[src/rtl/axi_b_alloc_pkg.sv]
// axi_b_alloc_pkg
// Shared types and constants for the B-channel response allocator:
//   state_t       - allocator FSM states (IDLE / HOLD / ERR)
//   BRESP_*       - AXI write-response codes
package axi_b_alloc_pkg;

    typedef enum logic [1:0] {
        IDLE = 2'd0,
        HOLD = 2'd1,
        ERR  = 2'd2
    } state_t;

    localparam logic [1:0] BRESP_OKAY   = 2'b00;
    localparam logic [1:0] BRESP_SLVERR = 2'b10;
    localparam logic [1:0] BRESP_DECERR = 2'b11;

endpackage

[src/rtl/axi_b_err_fifo.sv]
// axi_b_err_fifo
// Small synchronous FIFO holding pending decode-error responses ({id, user}).
// Ports:
//   clk, rst      - clock, synchronous active-high reset (empties the queue)
//   push, din     - write request and data (ignored while full)
//   pop           - drop the head entry (ignored while empty)
//   head          - current head entry, valid while !empty
//   full, empty   - occupancy flags
// DEPTH must be a power of two so the pointers wrap for free.
module axi_b_err_fifo
    import axi_b_alloc_pkg::*;
#(
    parameter int DEPTH = 4,
    parameter int WIDTH = 22
) (
    input  logic             clk,
    input  logic             rst,
    input  logic             push,
    input  logic [WIDTH-1:0] din,
    input  logic             pop,
    output logic [WIDTH-1:0] head,
    output logic             full,
    output logic             empty
);

    localparam int AW = $clog2(DEPTH);

    logic [WIDTH-1:0] mem [DEPTH];
    logic [AW-1:0]    wr_ptr;
    logic [AW-1:0]    rd_ptr;
    logic [AW:0]      count;
    logic             do_push;
    logic             do_pop;

    assign do_push = push && !full;
    assign do_pop  = pop && !empty;
    assign full    = (count == (AW+1)'(DEPTH));
    assign empty   = (count == '0);
    assign head    = mem[rd_ptr];

    always_ff @(posedge clk) begin
        if (rst) begin
            wr_ptr <= '0;
            rd_ptr <= '0;
            count  <= '0;
        end else begin
            if (do_push) wr_ptr <= wr_ptr + AW'(1);
            if (do_pop)  rd_ptr <= rd_ptr + AW'(1);
            case ({do_push, do_pop})
                2'b10:   count <= count + (AW+1)'(1);
                2'b01:   count <= count - (AW+1)'(1);
                default: count <= count;
            endcase
        end
    end

    // Storage needs no reset: entries are only read while counted valid.
    always_ff @(posedge clk) begin
        if (do_push) mem[wr_ptr] <= din;
    end

endmodule

[src/rtl/axi_b_resp_allocator.sv]
// axi_b_resp_allocator
// Merges B responses from N_INIT_PORT sources onto one target B channel with a
// round-robin arbiter, injects queued DECERR responses for unmapped writes once
// no normal write is outstanding, and counts outstanding writes.
// Ports:
//   clk, rst                          - clock, synchronous active-high reset
//   bid_i/bresp_i/buser_i/bvalid_i    - per-source B channels (flattened)
//   bready_o                          - one-hot ready back to the granted source
//   bid_o/bresp_o/buser_o/bvalid_o    - merged B channel; bready_i from target
//   incr_req_i                        - a write was forwarded to a slave
//   full_counter_o/outstanding_trans_o- counter saturated / non-zero
//   error_req_i/error_gnt_o           - DECERR push handshake
//   error_id_i/error_user_i           - DECERR payload, sampled on push
//   err_count_o                       - issued DECERR count
// Optional feature: define AXI_B_ALLOC_ERR_STATS_EN to enable err_count_o;
// otherwise it is tied to zero.
module axi_b_resp_allocator
    import axi_b_alloc_pkg::*;
#(
    parameter int N_INIT_PORT = 4,
    parameter int AXI_ID_IN   = 16,
    parameter int AXI_ID_OUT  = AXI_ID_IN + $clog2(N_INIT_PORT),
    parameter int AXI_USER_W  = 6,
    parameter int CNT_W       = 10,
    parameter int ERR_DEPTH   = 4
) (
    input  logic                              clk,
    input  logic                              rst,
    input  logic [N_INIT_PORT*AXI_ID_OUT-1:0] bid_i,
    input  logic [N_INIT_PORT*2-1:0]          bresp_i,
    input  logic [N_INIT_PORT*AXI_USER_W-1:0] buser_i,
    input  logic [N_INIT_PORT-1:0]            bvalid_i,
    output logic [N_INIT_PORT-1:0]            bready_o,
    output logic [AXI_ID_IN-1:0]              bid_o,
    output logic [1:0]                        bresp_o,
    output logic [AXI_USER_W-1:0]             buser_o,
    output logic                              bvalid_o,
    input  logic                              bready_i,
    input  logic                              incr_req_i,
    output logic                              full_counter_o,
    output logic                              outstanding_trans_o,
    input  logic                              error_req_i,
    output logic                              error_gnt_o,
    input  logic [AXI_ID_IN-1:0]              error_id_i,
    input  logic [AXI_USER_W-1:0]             error_user_i,
    output logic [15:0]                       err_count_o
);

    localparam int PTR_W = (N_INIT_PORT > 1) ? $clog2(N_INIT_PORT) : 1;
    localparam int ERR_W = AXI_ID_IN + AXI_USER_W;

    state_t           state, state_next;
    logic [PTR_W-1:0] ptr, ptr_next;
    logic [PTR_W-1:0] lock, lock_next;
    logic [PTR_W-1:0] win, cand, sel;
    logic             win_found;
    logic             drive;
    logic             norm_hs;
    logic             pop;
    logic             push;
    logic             fifo_full, fifo_empty;
    logic [ERR_W-1:0] fifo_head;
    logic [CNT_W-1:0] cnt;

    // Only the low AXI_ID_IN bits of each source ID are forwarded.
    logic unused_bid;
    assign unused_bid = ^bid_i;

    function automatic logic [PTR_W-1:0] next_idx(input logic [PTR_W-1:0] idx);
        int n;
        n = (int'(idx) + 1) % N_INIT_PORT;
        return PTR_W'(n);
    endfunction

    // Round-robin search starting at ptr, wrapping modulo N_INIT_PORT.
    always_comb begin
        win       = '0;
        cand      = '0;
        win_found = 1'b0;
        for (int i = 0; i < N_INIT_PORT; i++) begin
            cand = PTR_W'((int'(ptr) + i) % N_INIT_PORT);
            if (!win_found && bvalid_i[cand]) begin
                win_found = 1'b1;
                win       = cand;
            end
        end
    end

    always_comb begin
        state_next = state;
        ptr_next   = ptr;
        lock_next  = lock;
        sel        = win;
        drive      = 1'b0;
        norm_hs    = 1'b0;
        pop        = 1'b0;
        case (state)
            IDLE: begin
                // Pending DECERRs only go out once the target has no normal
                // response owed, so they never overtake a real one.
                if (!fifo_empty && cnt == '0) begin
                    state_next = ERR;
                end else if (win_found) begin
                    drive = 1'b1;
                    if (bready_i) begin
                        norm_hs  = 1'b1;
                        ptr_next = next_idx(win);
                    end else begin
                        state_next = HOLD;
                        lock_next  = win;
                    end
                end
            end
            HOLD: begin
                // Keep the offered beat stable until the target takes it.
                sel   = lock;
                drive = bvalid_i[lock];
                if (!bvalid_i[lock]) begin
                    state_next = IDLE;
                end else if (bready_i) begin
                    norm_hs    = 1'b1;
                    ptr_next   = next_idx(lock);
                    state_next = IDLE;
                end
            end
            ERR: begin
                if (bready_i) begin
                    pop        = 1'b1;
                    state_next = IDLE;
                end
            end
            default: state_next = IDLE;
        endcase
    end

    always_comb begin
        bvalid_o = 1'b0;
        bready_o = '0;
        bid_o    = '0;
        bresp_o  = BRESP_OKAY;
        buser_o  = '0;
        if (!rst) begin
            if (state == ERR) begin
                bvalid_o         = 1'b1;
                bresp_o          = BRESP_DECERR;
                {bid_o, buser_o} = fifo_head;
            end else if (drive) begin
                bvalid_o      = 1'b1;
                bid_o         = bid_i[int'(sel)*AXI_ID_OUT +: AXI_ID_IN];
                bresp_o       = bresp_i[int'(sel)*2 +: 2];
                buser_o       = buser_i[int'(sel)*AXI_USER_W +: AXI_USER_W];
                bready_o[sel] = bready_i;
            end
        end
    end

    always_ff @(posedge clk) begin
        if (rst) begin
            state <= IDLE;
            ptr   <= '0;
            lock  <= '0;
        end else begin
            state <= state_next;
            ptr   <= ptr_next;
            lock  <= lock_next;
        end
    end

    // Outstanding-write counter; simultaneous incr and decr cancel.
    always_ff @(posedge clk) begin
        if (rst) begin
            cnt <= '0;
        end else if (incr_req_i && !norm_hs && cnt != '1) begin
            cnt <= cnt + CNT_W'(1);
        end else if (!incr_req_i && norm_hs && cnt != '0) begin
            cnt <= cnt - CNT_W'(1);
        end
    end

    assign full_counter_o      = (cnt == '1);
    assign outstanding_trans_o = (cnt != '0);

    assign error_gnt_o = !fifo_full && !rst;
    assign push        = error_req_i && error_gnt_o;

    axi_b_err_fifo #(
        .DEPTH (ERR_DEPTH),
        .WIDTH (ERR_W)
    ) u_err_fifo (
        .clk   (clk),
        .rst   (rst),
        .push  (push),
        .din   ({error_id_i, error_user_i}),
        .pop   (pop),
        .head  (fifo_head),
        .full  (fifo_full),
        .empty (fifo_empty)
    );

`ifdef AXI_B_ALLOC_ERR_STATS_EN
    logic [15:0] err_cnt;

    always_ff @(posedge clk) begin
        if (rst) begin
            err_cnt <= '0;
        end else if (pop && err_cnt != '1) begin
            err_cnt <= err_cnt + 16'd1;
        end
    end

    assign err_count_o = err_cnt;
`else
    assign err_count_o = '0;
`endif

endmodule

[config.mk]
export PLATFORM = sky130hd
export DESIGN_NAME = axi_b_resp_allocator
export DESIGN_NICKNAME = d
export VERILOG_FILES = /design/src/rtl/axi_b_alloc_pkg.sv /design/src/rtl/axi_b_err_fifo.sv /design/src/rtl/axi_b_resp_allocator.sv
export SDC_FILE = /design/constraint.sdc
export NUM_CORES = 1
export LEC_CHECK = 0
export ABC_AREA = 1
export CAP_MARGIN = 30
export CORE_AREA = 2 2 151 124
export CTS_BUF_LIST = sky130_fd_sc_hd__clkbuf_8
export DETAILED_ROUTE_END_ITERATION = 8
export DIE_AREA = 0 0 153 126
export PLACE_DENSITY = 0.74
export RECOVER_POWER = 100
export SLEW_MARGIN = 5
export SYNTH_ARGS = -nofsm -noshare
export SYNTH_HDL_FRONTEND = slang
export SYNTH_SLANG_ARGS = --single-unit
[constraint.sdc]
create_clock -name clk -period 6.1 [get_ports clk]
set_input_delay 1.22 -clock clk [delete_from_list [all_inputs] [get_ports clk]]
set_output_delay 1.22 -clock clk [all_outputs]
set_load 0.01 [all_outputs]
Yosys cells after proc, flatten, opt, wreduce, memory -nomap -nowiden
Memories as Yosys holds them, arrays and structs flattened. A register that Yosys moved wholly into a read port is not among the register bits.
Index checks and enable logic that the tools add are counted.
Cells by class
  div/mod/pow operators: 0
  muxes and demuxes: 64
  add/sub/neg operators: 11
  $mul: 2
  shift operators: 3
  equal/unequal tests: 14
  bitwise gates (word level): 3
  magnitude comparators: 7
  reduce and logical (&&, ||, !) cells: 31
Operator list (number)
  $shiftx 72x8->16: 1
  $mux 16: 3
  $mux 2: 20
  $shiftx 24x6->6: 1
  $mux 1: 22
  $mux 10: 2
  $lt 2x3->1 const B: 6
  $mux 6: 3
  $logic_and 1x1->1: 13
  $mux 4: 3
  $add 10x1->10 const B: 1
  $add 2x1->2 const B: 5
  $bmux 1 s2: 5
  $eq 10x10->1 const B: 1
  $logic_not 10->1: 1
  $ne 10x10->1 const B: 1
  $ne 2x2->1 const B: 5
  $reduce_bool 10->1: 1
  $sub 10x1->10 const B: 1
  $logic_not 1->1: 8
  $shiftx 8x4->2: 1
  $mul 2x4->6 const B: 1
  $ne 3x3->1 const B: 2
  $pmux 2 s3: 1
  20 further kinds: 27
Word-level totals
  bits in latches: 0
  flip-flop bits (word level): 23
  memories kept: 1
  bits in writable memories: 88
  bits of input ports: 135
  word-level logic and storage cells: 143
  bits in read-only memories: 0
  output and inout bits: 48
Memory list
  u_err_fifo.mem: depth 4, width 22, rd ports 1, clocked after memory_dff 1, wr ports 1, line axi_b_err_fifo.sv:28  | logic [WIDTH-1:0] mem [DEPTH];

Logic depth before layout (Yosys ltp)
  word-level depth: 21
  depth in mapped cells: 21
  depth with buffers taken out: 21

Hierarchy
Synthesis repeated with hierarchy kept, for this count alone.
Unflattened totals
  cell total of the unflattened synthesis: 901
  area total of the unflattened synthesis: 7040.5 um2
By module, submodules not included
  axi_b_err_fifo: cells an instance 283, sequential area each 2822.7 um2, times used 1, area an instance 3808.7 um2
  axi_b_resp_allocator: cells an instance 618, sequential area each 320.3 um2, times used 1, area an instance 3231.8 um2

Worst setup path before layout
No wires, ideal clock.
  path type: input -> output
  start: input port bvalid_i[3]
  end: output port bready_o[1]
  data required time: 4880 ps
  cell stages on the path: 13
  buffers on the path: 1
  slack: 2341 ps
  arrival time: 2539 ps
  cells stage by stage: inv_1 > nand2_2 > nand3_2 > nand2_2 > nor2_4 > nand3_2 > nand2_2 > nand3_4 > nand2_2 > buf_2 > ha_1 > nand2_1 > nor2_1
On the way
  longest elaborated chain between the ends: 21
  elaborated cells on any way between the ends: 37
  those cells by class: 2 x order compare; 27 x mux; 1 x bitwise; 7 x reduce/logical
RTL lines
  from (decl): line axi_b_resp_allocator.sv:32  | input logic [N_INIT_PORT-1:0] bvalid_i,
  $bmux 1 s2: line axi_b_resp_allocator.sv:82  | if (!win_found && bvalid_i[cand]) begin
  $mux 1 (not written as such): line axi_b_resp_allocator.sv:82
  $mux 1: line axi_b_resp_allocator.sv:82
  $logic_not 1->1: line axi_b_resp_allocator.sv:82
  $logic_and 1x1->1: line axi_b_resp_allocator.sv:82
  $mux 1: line axi_b_resp_allocator.sv:82
  $logic_not 1->1: line axi_b_resp_allocator.sv:82
  $logic_and 1x1->1: line axi_b_resp_allocator.sv:82
  [... 5 more ...]
  $lt 2x3->1 (not written as such) or $ge 2x1->1 (tied branches): line axi_b_resp_allocator.sv:152  | bready_o[sel] = bready_i;
  $logic_and 1x1->1 (not written as such): line axi_b_resp_allocator.sv:152
  $mux 1 (not written as such): line axi_b_resp_allocator.sv:152
  $demux 1 s2: line axi_b_resp_allocator.sv:152
  $and 4x4->4 (no line)
  $mux 4 (*): line axi_b_resp_allocator.sv:147  | end else if (drive) begin
  $mux 4 (*): line axi_b_resp_allocator.sv:143  | if (state == ERR) begin
  $mux 4 (*): line axi_b_resp_allocator.sv:142  | if (!rst) begin
  to (decl): line axi_b_resp_allocator.sv:33  | output logic [N_INIT_PORT-1:0] bready_o,
Mark *: on every way between the ends. The rest lies on a longest branch, timed or not. The select of a mux whose other input is x is not followed.

Final worst setup path
  start: input port bvalid_i[1]
  end: output port bready_o[0]
The elaborated chain is that of the path after synthesis.

==> metrics.md <==
| Metric | Value |
|---|---|
| Status | finished clean |
| Design area | 9040 um^2 |
| Total Wirelength | 18.3 mm |
| Slew margin rel. | 2.32% |
| Seq cells post-synth | 113 |
| Maximum clock rate | 179 MHz |
| Num Clock Sinks | 113 |
| ANT cells | 0 |
| Worst-Skew Late Latency | 0.44 ns |
| Setup bufs post-CTS | 0 |
| I/O pins | 183 |
| Max IR drop VDD | 0.295 mV |
| Wire per inst | 14.1 um |
| Synth Cell Area | 7010 um^2 |
| Gpl congestion | 0.923 |
| Final hold vios | 0 |
| Fin crit share | 91.4% |
| CP arrival | 4.36 ns |
| Fill count | 1,685 |
| Final min period | 5.58 ns |
| Count of cell types in the netlist | 39 |
| Die ar. | 19,300 um^2 |
| Final worst setup slack | 0.525 ns |
| Die Y | 126 um |
| Synth area leaders | edfxtp_1 (38%), nand2_1 (9.9%), nand3_1 (7.9%) |
| Total Routing Usage GR | 18.8% |
| Fin util | 50.9% |
| DR pass1 iterations | 5 |
| Placed instance count | 1,268 |
| Share of cells above drive strength 1 | 6.36% |
| CTS tree | done |
| Post-CTS Hold Fix Bufs | 0 |
| Clock skew | 0.0137 ns |
| Layout Nets | 1,211 |
| Worst-Margin Slew | 1.47 ns |
| Max_cap viols | 0 |
| Clock root buffer | clkbuf_8 |
| Synth Flop Type | edfxtp_1 |
| Avg Inst Size Synth | 7.70 um^2 |
| Async SR Flop Fraction | 0% |
| Antenna-violating nets left | 0 |
| Power Total | 3.72 mW |
| Clock transition at path regs | 0.07 ns |
| Core ar. | 17,800 um^2 |
| Clock tree buffer depth | 2 |
| Power Density | 412 nW/um^2 |
| IO Port Bufs | 158 |
| Post-DP HPWL | 12.7 mm |
| Endpoint class of the critical path | primary output |
| WP data required | 4.88 ns |
| Grt total ovfl | 0 |
| Max Slew Vio Count | 0 |
| Yosys warnings | 0 |
| Initial antenna violation count | 0 |
| Seq/Total Area, Yosys | 44.9% |
| DR iter-0 viols | 369 |
| Critical Path Source Type | input pin |
| Post-synth EDFFs | 88 |
| Share of the synthesized area in the top cell type | 37.7% |
| Crit Path Max Fanout | 27 |
| Site Rows | 44 |
| Resized Gates After CTS | 0 |
| Syn Inst Count | 910 |
| H-tree Lvls | 4 |
| Tightest hold margin | 0.465 ns |
| Standby leakage power | 4.07 nW |
| Synth top cells by count | nand2_1 (184), inv_1 (135), nand3_1 (111) |
| Pin count of the biggest net entering global routing | 50 |
| Syn-to-layout area delta | 29.1% |
| DR vias/cell | 4.82 |
| First-pass GRT wire length | 29.1 mm |
| Remaining DRCs | 0 |
| Die width | 153 um |
| Setup tns final | 0 ns |
| Largest area contributor in the netlist | edfxtp_1 |
| Unrepaired setup endpoints after global routing | no |
| Initial Util | 39.4% |
| Hold Crit Class | reg -> reg |
| Pre-CTS setup slack | 0.811 ns |
| Finish-stage setup viols | 0 |
| TritonCTS Buffers | 17 |
| CP Class | in -> out |
| Most instantiated library cell after synthesis | nand2_1 |
| Post-Layout Cell Count | 1,300 |
| Vias in the first global route | 5,680 |
| Placed cell area | 8690 um^2 |
| Via count | 6,262 |
critical path, cell delays in order:
cell and delay [ns]:
dlygate4sd3_1 0.55, inv_1 0.13, nand2_2 0.07, nand3_1 0.11
nand2_1 0.09, nor2_1 0.24, nand3_2 0.12, nand2_2 0.11
nand3_4 0.07, nand2_2 0.41, buf_4 0.27, inv_1 0.08
ha_1 0.18, nand2_1 0.07, nor2_1 0.04, dlygate4sd3_1 0.60
cell type report:
type / count / area [um^2] / share of cell area (%)
Sequential cell: 113 / 3140 / 34.8
Multi-Input combinational cell: 613 / 3020 / 33.4
Timing Repair Buffer: 173 / 1680 / 18.6
Inverter: 139 / 522 / 5.77
Tap cell: 230 / 288 / 3.18
Clock buffer: 17 / 234 / 2.59
Clock inverter: 15 / 160 / 1.77
flip-flops by register name, summed over array words and instances, names as in the netlist, named ones only:
register,cells
cnt,10
lock,2
ptr,2
state,2
u_err_fifo.count,3
u_err_fifo.mem,88
u_err_fifo.rd_ptr,2
u_err_fifo.wr_ptr,2
final timing paths:
path | from | end | slack [ns] | cells past startpoint
min reg2reg | u_err_fifo.rd_ptr[1]$_SDFFE_PP0P_ | flip-flop | 0.47 | 2
max reg2reg | ptr[0]$_SDFFE_PP0P_ | cnt[7]$_SDFFE_PP0P_ | 2.37 | 20
min | u_err_fifo.rd_ptr[1]$_SDFFE_PP0P_ | flip-flop | 0.47 | 2
max | bvalid_i[1] | bready_o[0] | 0.52 | 16
power breakdown:
part,internal [mW],leakage (nW),switching [mW]
clock,0.342,0.197,0.363
sequential,0.886,1.01,0.0579
combinational,0.799,2.87,1.27
total,2.03,4.07,1.70
metal layers:
layer | GRT usage [%] | vias up | wire length [um]
met2 | 30.8 | 175 | 8620
li1 | - | 3220 | -
met3 | 3.48 | 19 | 979
met5 | 0 | - | 0
met1 | 25.7 | 2848 | 8540
met4 | 5.39 | 0 | 215
logic make-up (layout without fill, tap and decap cells):
logic type	Yosys count	after routing	share of synthesized area [%]
and+or+nand+nor	439	439	28.1
buffers and inverters	199	344	12.6
AOI/OAI and AO/OA	132	132	9.82
DFF	113	113	44.9
adders and majority gates	19	19	3.61
xor gates and xnor gates	7	7	0.875
other	1	16	0.0535
cells in the final DEF (no fill, tap or decap), types with 8 or more instances in the layout:
master,count
buf_4,11
ha_1,17
edfxtp_1,88
inv_1,135
clkbuf_8,17
nor2_1,91
clkdlybuf4s50_1,117
dlygate4sd3_1,41
dfxtp_1,25
nand2_2,10
nand3_1,112
inv_6,8
o21ai_0,45
nand3b_1,25
conb_1,16
a21oi_1,77
nand2_1,188
No activity file was read; power rests on OpenSTA's default activity.
==> variant 1, RTL diff (same settings) <==
The option `AXI_B_ALLOC_ERR_STATS_EN` is turned on by a define.
--- a/src/rtl/axi_b_resp_allocator.sv
+++ b/src/rtl/axi_b_resp_allocator.sv
@@ -14,6 +14,8 @@
 //   err_count_o                       - issued DECERR count
 // Optional feature: define AXI_B_ALLOC_ERR_STATS_EN to enable err_count_o;
 // otherwise it is tied to zero.
+`define AXI_B_ALLOC_ERR_STATS_EN
+
 module axi_b_resp_allocator
     import axi_b_alloc_pkg::*;
 #(
Formal check against the unedited RTL: not equivalent (Yosys sat finds a counterexample within 4 cycles, from zero or initial values and one cycle with rst high).
==> variant 1 against the unedited design <==
- synthesized area up 10%
- global-route usage up 2.0 points
- clock power up 3%
- total power up 5.6%
- critical path depth down 1
- routed wire length up 10%
- non-clock buffer count up 16
- die area unchanged
- worst setup slack about the same
- design area up 11%
- final cell count up 10%
- sequential cell count up 16
- largest power group unchanged
==> variant 1: results (changes against the unedited design) <==
STA:
- The normalized max-slew margin is 0.0280 (+0.00481).
- The setup skew after layout came to 0.0131 ns (-0.000601 ns).

Worst setup path:
- For this design, the slowest cell found on the critical path is sky130_fd_sc_hd__dlygate4sd3_1.
- The worst-path maximum fanout is 14 (-48%).
- The arrival time of the worst setup path is 4.36 ns (about the same).
- The delay of the slowest cell on the worst path is 0.62 ns (+0.02 ns).

Place:
- The post-detailed-placement half-perimeter wirelength was 14300 um (+12%).
- The post-placement setup slack is 0.876 ns (+0.0650 ns).
- The weighted congestion at the end of routability-driven global placement was 0.860 (-6.8%).
- The count of buffers from port buffering is 174 (+10%).

Clock tree:
- The total clock buffers created by CTS is 17 (unchanged).
- The clock reaches the later pin of the worst-skew pair after 0.43 ns.
- The CTS H-tree depth is 4 (unchanged).
- The number of gates resized after cts is 0 (unchanged).
- The clock tree from TritonCTS is built.
- The post-CTS setup buffer count was 0 (unchanged).
- The clock tree root buffer cell is sky130_fd_sc_hd__clkbuf_8.

Pwr:
- The leakage component of the power is 0.00455 uW (+12%).
- The maximum ir drop on the vdd rail is 0.000327 V (+11%).

Final layout:
- The register with the most flip-flops in the final layout is u_err_fifo.mem.
- The final net count is 1342 (+11%).
- The fraction of layout cells with a size suffix above 1 is 0.0817 (+0.0181).
- The number of flip-flops in the largest register is 88 (unchanged).

Route:
- The final wirelength is 20300 um (+10%).
- The total iterations of the first detailed-routing run is 5 (unchanged).
- The first-iteration detailed-routing DRC count is 561 (+52%).
- The vias after detailed routing was 7047 (+13%).

GRT:
- The initial antenna violation count is 5 (+5).
- The total global-route track usage was 0.208 (+0.0197).
- The maximum number of pins on one net before global-route repair is 53 (+6.0%).
- The via count of the first global-routing pass was 6317 (+11%).
- The wire length of the first global-routing pass is 32100 um (+10%).

Min path:
- The class of the most critical hold timing path is register to register.

Synthesis:
- The xor/xnor share of the synthesized area came to 0.00793 (-0.000822).
- In the synthesized netlist the dominant register cell turns out to be sky130_fd_sc_hd__edfxtp_1.
- The distinct cell type count of the synthesized netlist came to 41 (+5.1%).
- Counting instances in the post-synthesis netlist gives the leading cell types as sky130_fd_sc_hd__inv_1, sky130_fd_sc_hd__nand2_1, sky130_fd_sc_hd__nand3_1.
- The Yosys warning count was 0 (unchanged).
- The post-synthesis share of cell area spent on full adders, half adders and majority gates is 0.0343 (-0.00177).
- The number of nets handed over by synthesis was 1178.
- The compound-gate portion of the synthesized area was 0.102 (+0.00339).
- The register area share after synthesis is 0.448 (-0.000747).
- Yosys attributes the largest share of cell area to sky130_fd_sc_hd__edfxtp_1, sky130_fd_sc_hd__dfxtp_1, sky130_fd_sc_hd__inv_1.
- The count of flip-flops with a built-in enable after synthesis came to 88 (unchanged).
- The post-synthesis async set-or-reset flop share was 0 (unchanged).

Status:
- The flow ran to the end, and the final reports show no timing, DRC or antenna violations.
==> variant 1: cell count changes after synthesis, sizes merged, moves of 3 or more <==
| cell | unedited run | this run |
|---|---|---|
| nand3b | 25 | 1 |
| nand2 | 198 | 185 |
| or2 | 1 | 23 |
| nor2 | 95 | 121 |
| buf | 40 | 25 |
| nor3 | 3 | 8 |
| o21ai | 48 | 79 |
| dfxtp | 25 | 41 |
| a31oi | 1 | 4 |
| inv | 138 | 182 |
| nand3 | 115 | 144 |
| nand4 | 1 | 5 |
| a21oi | 78 | 58 |
==> variant 1: where the power goes <==
group          internal [uW]  switching, uW
combinational            810           1350
clock                    342            380
sequential               992           60.0
==> variant 1: cell families after synthesis <==
family / count (synthesis)
simple gates: 491
compound gates: 150
fa+ha+maj: 20
buf+inv: 226
xor+xnor: 7
flops: 129
==> variant 1: final timing paths <==
kind / from / to / slack, ns / cells past startpoint
max: bvalid_i[3] / bid_o[8] / 0.52 / 15
max reg2reg: ptr[0] / cnt[6] / 2.41 / 20
min: u_err_fifo.count[0] / u_err_fifo.count[0] / 0.47 / 1
min reg2reg: u_err_fifo.count[0] / u_err_fifo.count[0] / 0.47 / 1
==> variant 1: final cells by class <==
cell class                      count  area (sq um)
Fill cell                        1614          7740
Tap cell                          230           288
Clock buffer                       17           234
Clock inverter                     15           160
Timing Repair Buffer              189          1860
Antenna cell                        2          5.00
Multi-Input combinational cell    668          3350
Inverter                          182           686
Sequential cell                   129          3460
==> variant 1: worst max-delay path, delay by kind of cell <==
family,cells,cell delay [ns]
buffers and inverters,5,1.62
AOI/OAI and AO/OA,2,0.52
and+or+nand+nor,8,1.00
==> variant 1: routing by layer <==
layer	wire (um)	global-route usage	vias up
li1	-	-	3647
met1	9700	0.293	3150
met2	9040	0.324	218
met3	1150	0.0406	26
met4	332	0.0697	6
met5	37	0	-
==> variant 1: per-stage QoR <==
| step | utilization | instances | cell area [sq um] |
|---|---|---|---|
| final | 0.565 | 1432 | 10000 |
| after floorplan | - | 1023 | 7730 |
| after global placement | 0.541 | 1394 | 9630 |
| after global routing | 0.564 | 1431 | 10000 |
| after detailed placement | 0.545 | 1397 | 9690 |
| after CTS | 0.567 | 1429 | 10100 |
==> variant 2, RTL diff (same flow settings) <==
Without the edit above. Re-encode `state_t` (3 states) as one-hot, 3 bits wide.
--- a/src/rtl/axi_b_alloc_pkg.sv
+++ b/src/rtl/axi_b_alloc_pkg.sv
@@ -4,10 +4,10 @@
 //   BRESP_*       - AXI write-response codes
 package axi_b_alloc_pkg;
 
-    typedef enum logic [1:0] {
-        IDLE = 2'd0,
-        HOLD = 2'd1,
-        ERR  = 2'd2
+    typedef enum logic [2:0] {
+        IDLE = 3'b001,
+        HOLD = 3'b010,
+        ERR  = 3'b100
     } state_t;
 
     localparam logic [1:0] BRESP_OKAY   = 2'b00;
Behaviour: same outputs for any inputs over 4 cycles, from zero or initial values and one cycle with rst high; so few cycles prove little.
==> variant 2 against the unedited design <==
- synthesized area increased by 1.0%
- design area up 0.68%
- first-iteration DRC count rose by 31%
- via count rose by 1.3%
- sequential power rose by 2.2%
- sequential cell count grew 1
- worst setup slack got worse by 0.042 ns
- routed wire length up 3.6%
- worst hold slack got worse by 0.017 ns
- largest power group unchanged
- sequential share of layout area barely moved
- critical path depth decreased by 1
- total power increased by 16%
- die area unchanged
==> variant 2: results (changes against the unedited design) <==
Status:
- The flow ran to the end, and the final reports show no timing, DRC or antenna violations.

Pwr:
- The switching portion of total power is 0.492 (+0.0367).
- The maximum ir drop on the vdd rail is 0.000296 V (about the same).
- The leakage component of the power was 0.00419 uW (+2.9%).

Final layout:
- The largest registers in the layout are u_err_fifo.mem x88, cnt x10.
- The fraction of layout cells with a size suffix above 1 is 0.0585 (-0.00506).
- The final net count is 1218 (+0.58%).

Worst setup path:
- On the critical path, the stage with the largest delay is an instance of sky130_fd_sc_hd__dlygate4sd3_1.
- The cell count of the worst reg-to-reg path is 17 (-15%).
- The delay of the slowest cell on the worst path is 0.60 ns (about the same).
- The arrival time of the worst setup path is 4.40 ns (+0.04 ns).
- The end of the worst register-to-register path is cnt[8].

Min path:
- In this run the worst hold path is classified as register to register.
- The number of cells traversed by the worst hold path is 1 (-1).
- The worst hold path begins at u_err_fifo.count[0].

STA:
- The setup skew after layout came to 0.0125 ns (-0.00123 ns).
- The post-route worst hold slack came to 0.449 ns (-0.0167 ns).
- The normalized max-slew margin is 0.0416 (+0.0184).

Route:
- The final wirelength is 19000 um (+3.6%).
- The vias after detailed routing is 6346 (+1.3%).
- The first-iteration detailed-routing DRC count is 484 (+31%).
- The total iterations of the first detailed-routing run is 6 (+1).

Synthesis:
- Yosys attributes the largest share of cell area to sky130_fd_sc_hd__edfxtp_1, sky130_fd_sc_hd__nand2_1, sky130_fd_sc_hd__nand3_1.
- The Yosys warning count was 0 (unchanged).
- The register area share after synthesis is 0.447 (-0.00169).
- By count the netlist is led by sky130_fd_sc_hd__nand2_1, sky130_fd_sc_hd__nand3_1, sky130_fd_sc_hd__inv_1.
- The count of flip-flops with a built-in enable after synthesis is 88 (unchanged).
- The distinct cell type count of the synthesized netlist is 38 (-2.6%).

GRT:
- The initial antenna violation count is 0 (unchanged).
- The wire length of the first global-routing pass is 30000 um (+3.3%).
- The maximum number of pins on one net before global-route repair is 49 (-2.0%).
- The total global-route track usage is 0.197 (+0.00861).
- The via count of the first global-routing pass was 5816 (+2.4%).

Clock tree:
- The total clock buffers created by CTS is 17 (unchanged).
- CTS placed an instance of sky130_fd_sc_hd__clkbuf_8 at the clock tree root.

Place:
- The placed cell area is 0.00874 sq mm (+0.52%).
- The post-detailed-placement half-perimeter wirelength is 13200 um (+3.8%).
- The weighted congestion at the end of routability-driven global placement is 0.869 (-5.8%).
variant 2: cells by family after synthesis:
group | Yosys count | synth area share
xor+xnor | 7 | 0.00866
fa+ha+maj | 19 | 0.0357
buf+inv | 207 | 0.129
flops | 114 | 0.447
compound gates | 89 | 0.0665
other cells | 1 | 0.000530
simple gates | 483 | 0.312
variant 2: cell type report:
type	count	area [sq um]
fillers	1650	8680
flip-flops and latches	114	3160
multi-input cells	614	3040
repair buffers	171	1670
inverters	146	548
well taps	230	288
clock buffers	17	234
clock inverters	15	161
variant 2: routing by layer:
layer,global-route usage,routed length (um)
met2,0.314,8830
met4,0.0594,210
met5,0,0
met1,0.276,8800
met3,0.0334,1170
variant 2: stage by stage:
step	std cells	total power, uW	util	setup WS (ns)
floorplan	935	2890	-	2.32
global placement	1274	3660	0.491	0.586
detailed placement	1274	3670	0.491	0.639
CTS	1306	4390	0.514	0.626
global route	1307	4680	0.512	0.191
finish	1307	4310	0.512	0.482
variant 2: worst max-delay path by stage:
| stage | to | cells after the start | slack, ns | from |
|---|---|---|---|---|
| 6_report | buser_o[2] | 15 | 0.48 | bvalid_i[2] |
| 5_1_grt | buser_o[0] | 15 | 0.19 | bvalid_i[2] |
| 4_1_cts | bid_o[12] | 16 | 0.63 | bvalid_i[0] |
| 3_5_place_dp | bid_o[12] | 16 | 0.64 | bvalid_i[0] |
| 3_3_place_gp | bid_o[12] | 16 | 0.59 | bvalid_i[0] |
| 2_1_floorplan | bready_o[2] | 13 | 2.32 | bvalid_i[1] |
variant 2: worst register-to-register path, delay by kind of cell (launching register included):
kind / cells / cell delay, ns
compound gates: 3 / 0.63
xor+xnor: 1 / 0.15
fa+ha+maj: 1 / 0.43
buf+inv: 2 / 0.32
flops: 1 / 0.62
simple gates: 10 / 1.45
variant 2: power by group through the flow:
| stage | clock network [uW] | registers (uW) | logic, uW |
|---|---|---|---|
| after floorplan | 0 | 954 | 1940 |
| after global placement | 0 | 979 | 2680 |
| after detailed placement | 0 | 981 | 2690 |
| after CTS | 714 | 964 | 2710 |
| after global routing | 746 | 974 | 2960 |
| final | 702 | 965 | 2650 |
